===== src/rtl/state_list_pkg.sv =====
// Shared types and width helpers for the Sat Engine state-list control slice.
package state_list_pkg;

  typedef enum logic [1:0] {
    IDLE = 2'd0,
    FIND = 2'd1,
    ADD  = 2'd2,
    DONE = 2'd3
  } an_state_e;

  function automatic int clog2(input int n);
    int r;
    r = 0;
    while ((32'sd1 << r) < n) r = r + 32'sd1;
    return r;
  endfunction

  // Encoded level index width; a single-level bin still needs one bit.
  function automatic int lvl_width(input int n);
    return (clog2(n) < 32'sd1) ? 32'sd1 : clog2(n);
  endfunction

  function automatic int cnt_width(input int n);
    return (clog2(n + 32'sd1) < 32'sd1) ? 32'sd1 : clog2(n + 32'sd1);
  endfunction

endpackage


===== src/rtl/lvl_prio_encode.sv =====
// Highest-set-bit encoder for the level-hit vector; yields 0 when nothing is set.
module lvl_prio_encode
  import state_list_pkg::*;
#(
  parameter int NUM_LVLS = 8,
  parameter int LW       = lvl_width(NUM_LVLS)
) (
  input  logic [NUM_LVLS-1:0] findindex_i,
  output logic [LW-1:0]       idx_o
);

  // Ascending scan so the highest set bit wins.
  always_comb begin
    idx_o = {LW{1'b0}};
    for (int i = 0; i < NUM_LVLS; i++) begin
      idx_o = findindex_i[i] ? LW'(i) : idx_o;
    end
  end

endmodule


===== src/rtl/state_list_ctrl.sv =====
// State-list control core: imply convergence, conflict-analysis handshake,
// backtrack-level computation and base/current level bookkeeping.
module state_list_ctrl
  import state_list_pkg::*;
#(
  parameter int NUM_VARS      = 8,
  parameter int NUM_LVLS      = 8,
  parameter int WIDTH_LVL     = 16,
  parameter int STABLE_CYCLES = 1,
  parameter int MAX_ITERS     = 255,
  parameter int WIDTH_ITER    = 8
) (
  input  logic                          clk,
  input  logic                          rst,
  input  logic                          apply_imply_i,
  input  logic [NUM_VARS-1:0]           find_imply_i,
  input  logic [NUM_VARS-1:0]           find_conflict_i,
  output logic                          done_imply_o,
  output logic                          imply_timeout_o,
  output logic                          find_conflict_o,
  input  logic                          apply_analyze_i,
  output logic                          add_learntc_en_o,
  output logic                          done_analyze_o,
  output logic                          analyze_timeout_o,
  input  logic [NUM_LVLS-1:0]           findindex_i,
  input  logic [WIDTH_LVL-1:0]          max_lvl_i,
  input  logic                          base_lvl_en,
  input  logic [WIDTH_LVL-1:0]          base_lvl_i,
  input  logic [WIDTH_LVL-1:0]          cur_local_lvl_i,
  output logic [WIDTH_LVL-1:0]          cur_lvl_o,
  output logic [lvl_width(NUM_LVLS)-1:0] local_bkt_lvl_o,
  output logic [WIDTH_LVL-1:0]          bkt_lvl_o,
  output logic                          bkt_inter_bin_o,
  input  logic                          apply_bkt_cur_bin_i,
  output logic                          done_bkt_cur_bin_o,
  output logic                          busy_o,
  output logic                          req_error_o
);

  localparam int LW = lvl_width(NUM_LVLS);
  localparam int SW = cnt_width(STABLE_CYCLES);
  localparam logic [SW-1:0]         STABLE_MAX = SW'(STABLE_CYCLES);
  localparam logic [WIDTH_ITER-1:0] ITER_MAX   = WIDTH_ITER'(MAX_ITERS);

  logic [NUM_VARS-1:0]   find_imply_pre_r;
  logic [NUM_VARS-1:0]   find_conflict_pre_r;
  logic [SW-1:0]         stab_cnt_r;
  logic [SW-1:0]         stab_nxt_s;
  logic [WIDTH_ITER-1:0] iter_cnt_r;
  logic [WIDTH_ITER-1:0] iter_nxt_s;
  logic                  done_nxt_s;
  logic                  done_imply_r;
  logic                  imply_timeout_r;

  an_state_e             state_r;
  logic [WIDTH_ITER-1:0] an_cnt_r;
  logic [WIDTH_ITER-1:0] an_cnt_nxt_s;
  logic                  an_to_flag_r;
  logic                  add_en_r;
  logic                  done_an_r;
  logic                  an_to_r;
  logic                  conflict_chg_s;

  logic [LW-1:0]         local_idx_s;
  logic [WIDTH_LVL-1:0]  base_lvl_r;
  logic [WIDTH_LVL-1:0]  bkt_lvl_r;
  logic                  bkt_inter_r;
  logic                  done_bkt_r;
  logic                  req_error_r;
  logic [1:0]            req_cnt_s;
  logic                  req_error_nxt_s;

  // Next-state values for the imply stability counter and watchdog.
  always_comb begin
    stab_nxt_s = {SW{1'b0}};
    iter_nxt_s = {WIDTH_ITER{1'b0}};
    if (!apply_imply_i || (find_imply_i != find_imply_pre_r)) begin
      stab_nxt_s = {SW{1'b0}};
    end else if (stab_cnt_r < STABLE_MAX) begin
      stab_nxt_s = stab_cnt_r + {{(SW-1){1'b0}}, 1'b1};
    end else begin
      stab_nxt_s = stab_cnt_r;
    end
    if (!apply_imply_i) begin
      iter_nxt_s = {WIDTH_ITER{1'b0}};
    end else if (iter_cnt_r < ITER_MAX) begin
      iter_nxt_s = iter_cnt_r + {{(WIDTH_ITER-1){1'b0}}, 1'b1};
    end else begin
      iter_nxt_s = iter_cnt_r;
    end
    done_nxt_s = apply_imply_i && (stab_nxt_s >= STABLE_MAX);
  end

  // Imply convergence and watchdog registers.
  always_ff @(posedge clk or negedge rst) begin
    if (!rst) begin
      find_imply_pre_r    <= {NUM_VARS{1'b0}};
      find_conflict_pre_r <= {NUM_VARS{1'b0}};
      stab_cnt_r          <= {SW{1'b0}};
      iter_cnt_r          <= {WIDTH_ITER{1'b0}};
      done_imply_r        <= 1'b0;
      imply_timeout_r     <= 1'b0;
    end else begin
      find_imply_pre_r    <= find_imply_i;
      find_conflict_pre_r <= find_conflict_i;
      stab_cnt_r          <= stab_nxt_s;
      iter_cnt_r          <= iter_nxt_s;
      done_imply_r        <= done_nxt_s;
      if (!apply_imply_i) begin
        imply_timeout_r <= 1'b0;
      end else if ((iter_nxt_s >= ITER_MAX) && !done_nxt_s) begin
        imply_timeout_r <= 1'b1;
      end else begin
        imply_timeout_r <= imply_timeout_r;
      end
    end
  end

  assign conflict_chg_s = (find_conflict_i != find_conflict_pre_r);
  assign an_cnt_nxt_s   = an_cnt_r + {{(WIDTH_ITER-1){1'b0}}, 1'b1};

  // Conflict-analysis handshake FSM; a change takes priority over the watchdog.
  always_ff @(posedge clk or negedge rst) begin
    if (!rst) begin
      state_r      <= IDLE;
      an_cnt_r     <= {WIDTH_ITER{1'b0}};
      an_to_flag_r <= 1'b0;
      add_en_r     <= 1'b0;
      done_an_r    <= 1'b0;
      an_to_r      <= 1'b0;
    end else begin
      add_en_r  <= (state_r == ADD);
      done_an_r <= (state_r == DONE);
      an_to_r   <= (state_r == DONE) && an_to_flag_r;
      case (state_r)
        IDLE: begin
          if (apply_analyze_i) begin
            state_r      <= FIND;
            an_cnt_r     <= {WIDTH_ITER{1'b0}};
            an_to_flag_r <= 1'b0;
          end else begin
            state_r <= IDLE;
          end
        end
        FIND: begin
          if (conflict_chg_s) begin
            state_r <= ADD;
          end else if (an_cnt_nxt_s >= ITER_MAX) begin
            state_r      <= DONE;
            an_to_flag_r <= 1'b1;
          end else begin
            an_cnt_r <= an_cnt_nxt_s;
          end
        end
        ADD:     state_r <= DONE;
        DONE:    state_r <= IDLE;
        default: state_r <= IDLE;
      endcase
    end
  end

  lvl_prio_encode #(
    .NUM_LVLS (NUM_LVLS),
    .LW       (LW)
  ) u_prio (
    .findindex_i (findindex_i),
    .idx_o       (local_idx_s)
  );

  assign req_cnt_s = {1'b0, apply_imply_i} + {1'b0, apply_analyze_i} + {1'b0, apply_bkt_cur_bin_i};
  assign req_error_nxt_s = (req_cnt_s >= 2'd2) || (apply_analyze_i && (state_r != IDLE));

  // Base level, backtrack level and request bookkeeping.
  always_ff @(posedge clk or negedge rst) begin
    if (!rst) begin
      base_lvl_r  <= {WIDTH_LVL{1'b0}};
      bkt_lvl_r   <= {WIDTH_LVL{1'b0}};
      bkt_inter_r <= 1'b0;
      done_bkt_r  <= 1'b0;
      req_error_r <= 1'b0;
    end else begin
      if (base_lvl_en) begin
        base_lvl_r <= base_lvl_i;
      end else begin
        base_lvl_r <= base_lvl_r;
      end
      if (findindex_i == {NUM_LVLS{1'b0}}) begin
        bkt_lvl_r   <= max_lvl_i;
        bkt_inter_r <= 1'b1;
      end else begin
        bkt_lvl_r   <= base_lvl_r + WIDTH_LVL'(local_idx_s);
        bkt_inter_r <= 1'b0;
      end
      done_bkt_r  <= apply_bkt_cur_bin_i;
      req_error_r <= req_error_nxt_s;
    end
  end

  assign done_imply_o       = done_imply_r;
  assign imply_timeout_o    = imply_timeout_r;
  assign find_conflict_o    = |find_conflict_i;
  assign add_learntc_en_o   = add_en_r;
  assign done_analyze_o     = done_an_r;
  assign analyze_timeout_o  = an_to_r;
  assign cur_lvl_o          = base_lvl_r + cur_local_lvl_i;
  assign local_bkt_lvl_o    = local_idx_s;
  assign bkt_lvl_o          = bkt_lvl_r;
  assign bkt_inter_bin_o    = bkt_inter_r;
  assign done_bkt_cur_bin_o = done_bkt_r;
  assign busy_o             = apply_imply_i || (state_r != IDLE);
  assign req_error_o        = req_error_r;

endmodule


===== config.mk =====
export PLATFORM = sky130hd
export DESIGN_NAME = state_list_ctrl
export DESIGN_NICKNAME = d
export VERILOG_FILES = /design/src/rtl/state_list_pkg.sv /design/src/rtl/lvl_prio_encode.sv /design/src/rtl/state_list_ctrl.sv
export SDC_FILE = /design/constraint.sdc
export NUM_CORES = 1
export LEC_CHECK = 0
export BUFFER_PORTS_ARGS = -buffer_cell sky130_fd_sc_hd__buf_2
export CORE_ASPECT_RATIO = 1.1
export CORE_MARGIN = 5
export CORE_UTILIZATION = 50
export CTS_BUF_LIST = sky130_fd_sc_hd__clkbuf_16
export CTS_CLUSTER_DIAMETER = 60
export CTS_CLUSTER_SIZE = 30
export DETAILED_ROUTE_END_ITERATION = 16
export PLACE_DENSITY = 0.88
export SKIP_CTS_REPAIR_TIMING = 1
export SYNTH_ARGS = -nofsm -noshare
export SYNTH_HDL_FRONTEND = slang
export SYNTH_SLANG_ARGS = --single-unit

===== constraint.sdc =====
create_clock -name clk -period 5.1 [get_ports clk]
set_clock_uncertainty 0.2 [all_clocks]
set_input_delay 0.765 -clock clk [delete_from_list [all_inputs] [get_ports clk]]
set_output_delay 0.765 -clock clk [all_outputs]
set_load 0.03 [all_outputs]

* Yosys cells after proc, flatten, opt, wreduce, memory -nomap -nowiden
Cells that the tools add are included.
** Storage, ports and cells
- Register bits after elaboration :: 76
- Latch bits :: 0
- Memory bits (writable) :: 0
- ROM bits :: 0
- Output and inout port bits :: 45
- Logic and storage cells :: 84
- Memories kept :: 0
** Cells by class
- Add/subtract/negate cells :: 7
- Multiply operators :: 0
- Divide/modulo/power cells :: 0
- $lt $le $gt $ge :: 6
- Equal/unequal tests :: 11
- Shift-type cells :: 0
- Mux-type cells :: 27
- Bitwise operators :: 0
- Reduce and logical (&&, ||, !) cells :: 16
** Operators by type and width (count)
- $mux 8 :: 5
- $mux 3 :: 6
- $add 16x16->16 :: 1
- $add 16x3->16 :: 1
- $add 8x1->8 const B :: 2
- $ge 8x8->1 const B :: 2
- $mux 16 :: 1
- $ne 8x8->1 :: 2
- $pmux 8 s2 :: 1
- $mux 1 :: 10
- $logic_not 8->1 :: 1
- $lt 8x8->1 const B :: 1
- $ne 2x2->1 const B :: 4
- $pmux 2 s4 :: 1
- $reduce_and 4->1 :: 2
- $reduce_or 8->1 :: 1
- $eq 2x2->1 const B :: 2
- $logic_and 1x1->1 :: 4
- $mux 2 :: 2
- $reduce_bool 2->1 :: 2
- $logic_or 1x1->1 :: 3
- $ne 3x3->1 const B :: 1
- $add 1x1->2 :: 1
- $add 2x1->2 :: 1
- other kinds (9) :: 10

* Depth between registers and ports, before layout
- Depth after elaboration :: 9
- Gate-level depth with buffers :: 13
- Gate-level depth less buffers :: 13

* Hierarchy
Synthesis repeated with hierarchy kept, for this count alone.
** Unflattened totals
- Cells, all modules :: 425
- Area total of the unflattened synthesis :: 4331.7 um^2
** By module, submodules not included
- state_list_ctrl :: times used 1, cells each 415, area an instance 4286.6 um^2
- lvl_prio_encode :: times used 1, cells each 10, area an instance 45.0 um^2

* Worst setup path after synthesis
Ideal clock, no wire load.
- Path type :: input-to-output
- From :: input cur_local_lvl_i[3]
- To :: output cur_lvl_o[15]
- Arrival :: 2770 ps
- Slack :: 1365 ps
- Cell stages on the path :: 7
- Path through :: ha_1 a21o_1 a21oi_2 a21oi_2 o41ai_4 mux2i_1 a2111oi_2
** On the way
- Longest elaborated chain between the ends :: 1
** Ends and longest elaborated chain
- start, declared :: RTL line state_list_ctrl.sv:29 : input logic [WIDTH_LVL-1:0] cur_local_lvl_i,
- $add 16x16->16 :: RTL line state_list_ctrl.sv:205 : assign cur_lvl_o = base_lvl_r + cur_local_lvl_i;
- end, declared :: RTL line state_list_ctrl.sv:30 : output logic [WIDTH_LVL-1:0] cur_lvl_o,
No other way between the ends.

* Worst setup path after layout
- From :: input cur_local_lvl_i[0]
- To :: output cur_lvl_o[14]
The elaborated chain is that of the path after synthesis.

==> summary.md <==
| Metric | Value |
|---|---|
| Antenna-violating nets left | `0` |
| Top FF cell, synth | `dfrtp_1` |
| Layout cells sized above 1 | `29.6%` |
| Crit path capture type | `output port` |
| Drt pass-1 iters | `4` |
| Routed WL per cell | `14.7 µm` |
| Worst EP required | `about 4100 ps` |
| Total die area | `about 0.010 mm²` |
| Final HPWL from detailed placement | `7.60 mm` |
| Mapped Area | `~0.0042 mm²` |
| H-tree lvl count | `3` |
| Max Fclk | `258 MHz` |
| Peak fanout along the critical path | `3` |
| Core ar. | `0.00832 mm²` |
| Slew Viols, Final | `0` |
| CTS tree | `built` |
| GPL Wtd Cong | `between 0.8 and 0.9` |
| Fin. Hold Viols | `0` |
| Worst setup path class | `in2out` |
| Initial antenna violation count | `0` |
| Worst Hold Class | `reg2reg` |
| Least-Margin Pin Slew | `919 ps` |
| Crit path DAT | `2900 ps` |
| Nets | `646` |
| First-pass GRT wire length | `between 15 and 20 mm` |
| Max_slew headroom | `38.7%` |
| IR drop worst, VDD | `about 0.20 mV` |
| Die W | `~98 µm` |
| RSZ-0062 raised after global routing | `false` |
| Post-synth ARST share | `100%` |
| Final setup fails | `0` |
| Post-Syn Area per Cell | `10.2 µm²` |
| Total GRT Usage | `18.7%` |
| Clock Pin Slew Worst Setup and Hold Paths | `60 ps` |
| PortBufs | `~120` |
| Pin count of the biggest net entering global routing | `76` |
| Synthesized flop and latch total | `75` |
| Vias in the first global route | `between 3,000 and 4,000` |
| Initial Util | `50.7%` |
| Die extent in y | `106 µm` |
| Fillcell total | `685` |
| Net Count, Synth | `521` |
| EDFF count, synth | `0` |
| Setup TNS | `0 ps` |
| GRT Residual Overflow | `0` |
| 1st-iter DRT viols | `between 90 and 100` |
| Final period demand of the worst path | `3870 ps` |
| Post-Route WL | `around 9.7 mm` |
| IO Count | `about 120` |
| FF+latch area | `0.00188 mm²` |
| DRC Markers | `0` |
| Design area | `approximately 0.0052 mm²` |
| Status | `finished clean` |
| Leak Pwr | `~2.5 nW` |
| Cell Rows | `35` |
| CTS Buffer Depth | `2` |
| Gate count after technology mapping | `just over 400` |
| Post-DR vias/cell | `5.36` |
| Critical Path Source Type | `input port` |
| ANT cells | `0` |
| Max cap viols | `0` |
| Count of cell types in the netlist | `between 50 and 60` |
| Footprint of the multi-input gates | `roughly 0.0023 mm²` |
| Final Util | `63.0%` |
| Detailed-route via count | `~3,500` |
| CTS buffer count | `9` |
| P per Cell Area | `about 370 mW/mm²` |
| Clk_lat worst skew | `about 320 ps` |
| Placed cell areas | `0.00493 mm²` |
| Yosys warning count | `0` |
| Root buf cell | `clkbuf_16` |
| Clock sink count | `75` |
| Area delta synth->final | `24.2%` |
| Seq/Total Area, Yosys | `44.5%` |
| Fin crit share | `around three quarters` |
==> sequential cells by signal, summed over array words and instances, names as in the netlist, 2 cells and up <==
| signal | cells |
|---|---|
| iter_cnt_r | 8 |
| an_cnt_r | 8 |
| state_r | 2 |
| find_imply_pre_r | 8 |
| find_conflict_pre_r | 8 |
| bkt_lvl_o | 16 |
| base_lvl_r | 16 |
==> cells by family after synthesis <==
group | synth area share (%)
adder cells (fa/ha/maj) | 8.66
AO/OA/AOI/OAI | 12.6
XOR/XNOR | 9.34
flip-flops | 44.5
multiplexers | 5.49
buffers and inverters | 1.96
AND/OR/NAND/NOR | 17.5
==> layout make-up <==
type / instances / area share, %
clock inverters: 6 / 1.55
clock buffers: 9 / 4.30
well taps: 111 / 2.65
inverters: 12 / 0.860
multi-input cells: 320 / 43.1
repair buffers: 122 / 11.7
flip-flops and latches: 75 / 35.8
==> path summary, 6_finish.rpt <==
check	startpoint	slack [ps]	depth (start not counted)	to
setup / recovery	cur_local_lvl_i[0]	1230	11	cur_lvl_o[14]
hold / removal	imply_timeout_o	310	2	imply_timeout_o
setup reg to reg	base_lvl_r[1]	2620	7	bkt_lvl_o[15]
hold reg to reg	imply_timeout_o	310	2	imply_timeout_o
max in group asynchronous	rst	3720	1	iter_cnt_r[1]
min in group asynchronous	rst	370	1	an_cnt_r[5]
==> cell usage in the layout, fill, tap and decap left out, drive strengths merged, types with 2 or more instances in the layout <==
master and count:
nand2 41, nor4 5, xnor2 24, bufinv 2, nor2b 4, nand4 7
nor2 37, and2 4, mux2 17, or3 3, clkbuf 9, o21ai 18
nand3 12, nand2b 10, a21o 10, ha 26, and3 6, buf 122
and4 2, mux2i 4, nor3 9, o21a 2, a21oi 24, a31oi 6
dfrtp 75, a211o 2, o2bb2ai 3, clkinv 3, nor3b 2, fa 2
o211ai 2, xor2 21, inv 12
==> metal layers <==
| layer | GRT usage [%] | up-vias | part of all wire (%) |
|---|---|---|---|
| li1 | - | 1720 | - |
| met1 | 21.4 | 1671 | 39 |
| met2 | 33.8 | 107 | 53 |
| met3 | 5.77 | 10 | 7.0 |
| met4 | 4.85 | 0 | 1.3 |
| met5 | 0 | - | 0 |
==> report_power, final <==
part	leakage, nW	total (W)	switching, W	internal, W
Combinational	1.43	0.000572	0.000361	0.000211
Clock	0.149	0.000652	0.000230	0.000422
Sequential	0.924	0.000694	0.0000399	0.000654
==> synthesized netlist by cell type, types with 5 or more instances <==
cell	n	share of area, %
inv_1	12	1.1
clkbuf_1	7	0.62
a21oi_1	22	2.6
dfrtp_1	75	44
nor3_1	8	0.95
nand4_1	7	1.0
mux2_2	17	4.5
xnor2_1	24	5.0
nor4_1	5	0.74
a21o_1	10	1.8
nand2b_1	10	1.5
xor2_1	21	4.4
nand3_1	12	1.4
o21ai_0	16	1.9
ha_1	26	7.7
and3_1	6	0.89
nand2_1	41	3.6
a31oi_1	6	0.89
nor2_1	37	3.3
==> through the flow <==
stage | hold WS [ps] | instances | setup WS, ps | power, W
after floorplan | 269 | 415 | 1360 | 0.00110
after global placement | 263 | 640 | 1310 | 0.00126
after detailed placement | 305 | 640 | 1240 | 0.00128
after CTS | 319 | 655 | 1230 | 0.00194
after global routing | 356 | 655 | 1080 | 0.00202
final | 306 | 655 | 1230 | 0.00192
==> worst max-delay path, cell delays in order <==
cell and delay [ps]:
buf_2 80, ha_1 160, inv_1 50, fa_1 400, nor2b_1 160, o31a_1 180, nor3_1 60, o21ai_0 430
a311o_1 270, xor2_1 140, buf_2 210
Note: power is estimated with default switching activity, not from simulation.
